<file path="config.mk">
export PLATFORM = sky130hd
export DESIGN_NAME = seq_divider
export DESIGN_NICKNAME = d
export VERILOG_FILES = /design/src/rtl/div_pkg.sv /design/src/rtl/div_step.sv /design/src/rtl/seq_divider.sv
export SDC_FILE = /design/constraint.sdc
export NUM_CORES = 1
export LEC_CHECK = 0
export BUFFER_PORTS_ARGS = -buffer_cell sky130_fd_sc_hd__buf_4
export CORE_ASPECT_RATIO = 0.7
export CORE_MARGIN = 8
export CORE_UTILIZATION = 58
export CTS_BUF_LIST = sky130_fd_sc_hd__clkbuf_16
export DETAILED_ROUTE_END_ITERATION = 8
export PLACE_DENSITY = 0.81
export SLEW_MARGIN = 20
export SYNTH_ARGS = -nofsm -noshare
export SYNTH_HDL_FRONTEND = slang
export SYNTH_SLANG_ARGS = --single-unit
export TNS_END_PERCENT = 50
</file>
<file path="constraint.sdc">
create_clock -name clk -period 3.3 [get_ports clk]
set_input_delay 0.33 -clock clk [delete_from_list [all_inputs] [get_ports clk]]
set_output_delay 0.33 -clock clk [all_outputs]
set_load 0.02 [all_outputs]
</file>
<file path="src/rtl/div_pkg.sv">
// rtl/div_pkg.sv - shared types, constants and helpers for the sequential divider
package div_pkg;

  typedef enum logic [1:0] {
    IDLE,
    CALC,
    DONE
  } div_state_t;

  localparam int DIV_WIDTH_DEFAULT = 16;

  // Quotient reported for a zero divisor: all ones in the low 'width' bits.
  function automatic logic [31:0] div_zero_quotient(input int width);
    logic [31:0] ones;
    ones = '1;
    return ones >> (32 - width);
  endfunction

endpackage

</file>
<file path="src/rtl/div_step.sv">
// rtl/div_step.sv - one restoring trial-subtraction step of the divider
module div_step
  import div_pkg::*;
#(
  parameter int WIDTH = DIV_WIDTH_DEFAULT
) (
  input  logic [WIDTH-1:0] r_in,
  input  logic             q_msb,
  input  logic [WIDTH-1:0] divisor,
  output logic [WIDTH-1:0] r_next,
  output logic             q_bit,
  output logic             borrow
);

  logic [WIDTH:0] shifted;
  logic [WIDTH:0] trial;

  assign shifted = {r_in, q_msb};
  assign trial   = shifted - {1'b0, divisor};
  assign borrow  = trial[WIDTH];
  assign q_bit   = ~borrow;

  // On a borrow, shifted < divisor, so its top bit is zero and can be dropped.
  assign r_next  = borrow ? shifted[WIDTH-1:0] : trial[WIDTH-1:0];

endmodule

</file>
<file path="src/rtl/seq_divider.sv">
// rtl/seq_divider.sv - iterative unsigned restoring divider with valid/ready handshakes
module seq_divider
  import div_pkg::*;
#(
  parameter int WIDTH = DIV_WIDTH_DEFAULT
) (
  input  logic             clk,
  input  logic             rst_n,
  input  logic             in_valid,
  output logic             in_ready,
  input  logic [WIDTH-1:0] dividend,
  input  logic [WIDTH-1:0] divisor,
  output logic             out_valid,
  input  logic             out_ready,
  output logic [WIDTH-1:0] quotient,
  output logic [WIDTH-1:0] remainder,
  output logic             div_zero
);

  localparam int CW = $clog2(WIDTH);
  localparam logic [CW-1:0] LAST_STEP = CW'(WIDTH - 1);
  localparam logic [WIDTH-1:0] DZ_QUOT = WIDTH'(div_zero_quotient(WIDTH));

  div_state_t     state;
  logic [WIDTH-1:0] q_reg;
  // Partial remainder is always below the divisor, so its extra top bit is never kept.
  logic [WIDTH-1:0] r_reg;
  logic [WIDTH-1:0] dvs_reg;
  logic [CW-1:0]    count;

  logic [WIDTH-1:0] step_r;
  logic             step_q;
  logic             step_borrow;
  logic [WIDTH-1:0] q_shift;

  div_step #(
    .WIDTH(WIDTH)
  ) u_step (
    .r_in   (r_reg),
    .q_msb  (q_reg[WIDTH-1]),
    .divisor(dvs_reg),
    .r_next (step_r),
    .q_bit  (step_q),
    .borrow (step_borrow)
  );

  assign q_shift  = {q_reg[WIDTH-2:0], step_q};
  assign in_ready = (state == IDLE);

  always_ff @(posedge clk or negedge rst_n) begin
    if (!rst_n) begin
      state     <= IDLE;
      q_reg     <= '0;
      r_reg     <= '0;
      dvs_reg   <= '0;
      count     <= '0;
      out_valid <= 1'b0;
      quotient  <= '0;
      remainder <= '0;
      div_zero  <= 1'b0;
    end else begin
      case (state)
        IDLE: begin
          if (in_valid) begin
            dvs_reg <= divisor;
            q_reg   <= dividend;
            r_reg   <= '0;
            count   <= '0;
            if (divisor == '0) begin
              quotient  <= DZ_QUOT;
              remainder <= dividend;
              div_zero  <= 1'b1;
              out_valid <= 1'b1;
              state     <= DONE;
            end else begin
              state <= CALC;
            end
          end
        end
        CALC: begin
          r_reg <= step_r;
          q_reg <= q_shift;
          if (count == LAST_STEP) begin
            quotient  <= q_shift;
            remainder <= step_r;
            div_zero  <= 1'b0;
            out_valid <= 1'b1;
            state     <= DONE;
          end else begin
            count <= count + 1'b1;
          end
        end
        DONE: begin
          if (out_ready) begin
            out_valid <= 1'b0;
            state     <= IDLE;
          end
        end
        default: state <= IDLE;
      endcase
    end
  end

  // The step's quotient bit and borrow are complements by construction.
  assert property (@(posedge clk) disable iff (!rst_n) (state != CALC) || (step_q ^ step_borrow));

endmodule

</file>
==> results.yml <==
clock_network:
  h-tree-depth: 3
  clock_latency_ns: 0.34
  post_cts_buffers: 0
  cts_buffer_depth: 2
  root_buffer: "clkbuf_16"
  hold_buffers: 0
  cts_sinks: 88
  ctsResizeCount: 0
  clkTransAtPathRegs_ns: 0.07
  cts_tree: "done"
  cts_buffers: 9
global_routing:
  grt_usage: 0.243
  grt-ovfl-total: 0
  antenna_found_initial: 0
  grt_pass1_vias: 4305
  grt_max_degree: 89
  grt_pass1_wl_um: 22700
synth:
  syn_nets: 613
  synth_cell_type_count: 58
  async_flop_share: 1.00
  ys_dominant_reg_cell: "dfrtp_1"
  synth-seq-cells: 88
  synth_edf_count: 0
  yosysSeqAreaShare: 0.447
  ys_warn_count: 0
  avgSynthCellArea_um2: 8.81
  syn_area_um2: 4930
  syn_inst: 559
sta:
  worst_slack_ns: 0.215
  rsz0062_at_grt: "no"
  period_needed_ns: 3.08
  finClkSkew_ns: 0.00850
  worst_pin_slew_ns: 0.977
  slew_headroom: 0.348
  setup_tns_ns: 0
  hold_violations: 0
  clock.fmax_mhz: 324
  slew_violations: 0
  fin_crit_sh: 0.935
  holdWs_ns: 0.0385
  finalSetupViolCount: 0
floorplan:
  initial_core_util: 0.591
  rows: 28
  ioPinCount: 71
  core_um2: 8340
  fp.dieH_um: 93.1
  die-area_um2: 11700
  die_w_um: 126
cells_and_area:
  fin_cells: 734
  drive_gt1_frac: 0.172
  diodes: 0
  areaGrowthSynthToFinish_pct: 18.8
  stdcell_area_um2: 5860
  final_util: 0.702
  seqCellArea_um2: 2200
  multi_input_area_um2: 2520
  nFillCells: 641
  fin_nets: 678
drt:
  via_per_inst: 6.11
  detail_route.iter0.violations: 536
  ant_nets: 0
  wirelength_um: 14100
  drcViolationCount: 0
  num_vias: 4485
  drt-wirelength-per-cell_um: 19.2
  drt_pass1_iterations: 5
min_path:
  hold_class: "in2async"
flow_run:
  max-cap-violations: 0
place:
  place_hpwl_um: 10300
  routabilityCongestion: 0.898
  post-place-ws_ns: 0.294
  portBuffers: 70
  placed_area_um2: 5560
  place_inst: 718
power:
  ir_drop_uv: 612
  power_density_nw_per_um2: 1330
  p_leak_nw: 2.65
  finalPower_mw: 7.77
setup_path:
  timing.rr.start: "q_reg[15]$_DFFE_PN0P_"
  cp-start-kind: "flip-flop"
  endpoint_kind: "flip-flop"
  worstSetupPathType: "reg2reg"
  r2r_setup_slack_ns: 0.22
  crit_fanout: 17
  cp-endpoint: "remainder[9]$_DFFE_PN0P_"
  worst_ep_required_time_ns: 3.53
  cp_data_arrival_time_ns: 3.31
  reg2reg_depth: 10
  timing.rr.end: "remainder[9]$_DFFE_PN0P_"
  crit_start: "q_reg[15]$_DFFE_PN0P_"
status:
  outcome: "completed"
[layer usage]
layer / global-route usage / routed length (um) / vias up
met2: 0.374 / 6330 / 223
li1: - / - / 2102
met1: 0.333 / 6400 / 2147
met5: 0 / 0 / -
met4: 0.0648 / 154 / 0
met3: 0.0642 / 1180 / 13
[critical path, cell delays in order (launching register included)]
cell	delay (ns)
dfrtp_1	0.37
inv_1	0.06
ha_1	0.21
fa_1	0.41
nand2b_1	0.19
a21o_1	0.21
a21oi_2	0.28
nand4bb_4	0.25
and2_4	0.32
mux2_4	0.34
a221o_1	0.33
[layout make-up]
cell class,instances,area share
multi-input combinational,420,0.431
sequential,88,0.376
timing repair buffer,81,0.104
clock buffer,9,0.0385
tap,105,0.0224
inverter,24,0.0154
clock inverter,7,0.0122
[synth_stat cells, types with 7 or more instances]
library cell | n | area (um^2)
ha_1 | 17 | 213
xnor2_1 | 7 | 61.3
mux2i_1 | 25 | 250
nand3_1 | 16 | 80.1
clkbuf_1 | 22 | 82.6
a21oi_1 | 33 | 165
dfrtp_1 | 88 | 2200
a22oi_1 | 8 | 60.1
o211ai_1 | 7 | 52.6
o21ai_0 | 82 | 410
inv_1 | 24 | 90.1
nand2_1 | 88 | 330
nor2_1 | 49 | 184
[worst min-delay path by stage]
stage | from | end | slack, ns | cells after the start
4_1_cts | divisor[11] | dvs_reg[11]$_DFFE_PN0P_ | 0.20 | 3
3_5_place_dp | quotient[6]$_DFFE_PN0P_ | quotient[6]$_DFFE_PN0P_ | 0.47 | 2
3_3_place_gp | quotient[0]$_DFFE_PN0P_ | quotient[0]$_DFFE_PN0P_ | 0.46 | 2
5_1_grt | rst_n | quotient[13]$_DFFE_PN0P_ | 0.12 | 1
2_1_floorplan | rst_n | count[0]$_DFFE_PN0P_ | 0.03 | 0
6_report | rst_n | quotient[15]$_DFFE_PN0P_ | 0.04 | 1
[placed cells by master, fill, tap and decap left out, drive strengths merged, types with 4 or more instances in the layout]
cell / synthesis / final
o32ai: 4 / 4
clkbuf: 22 / 9
nand2: 88 / 88
or2: 5 / 5
nand3: 16 / 16
mux2i: 25 / 25
dfrtp: 88 / 88
a21oi: 34 / 34
nor2: 49 / 49
ha: 17 / 17
xnor2: 7 / 7
buf: 5 / 81
and3: 5 / 5
clkinv: 0 / 4
xor2: 4 / 4
o21a: 6 / 6
o21ai: 84 / 84
nor4: 5 / 5
and2: 4 / 4
o211ai: 7 / 7
a22oi: 8 / 8
inv: 24 / 25
[power breakdown]
part / switching [mW] / internal, mW / leakage [nW]
clock: 0.441 / 0.587 / 0.141
combinational: 2.82 / 1.90 / 1.45
sequential: 0.419 / 1.61 / 1.06
total: 3.68 / 4.09 / 2.65
[kinds of logic (layout without fill, tap and decap cells)]
group / after synthesis / after routing / share of synthesized area
multiplexers: 26 / 26 / 0.0538
AO/OA/AOI/OAI: 172 / 172 / 0.213
AND/OR/NAND/NOR: 193 / 193 / 0.178
buffers and inverters: 51 / 121 / 0.0416
XOR/XNOR: 11 / 11 / 0.0196
adder cells (fa/ha/maj): 18 / 18 / 0.0472
flip-flops: 88 / 88 / 0.447
Power figures use the tool's default switching activity.
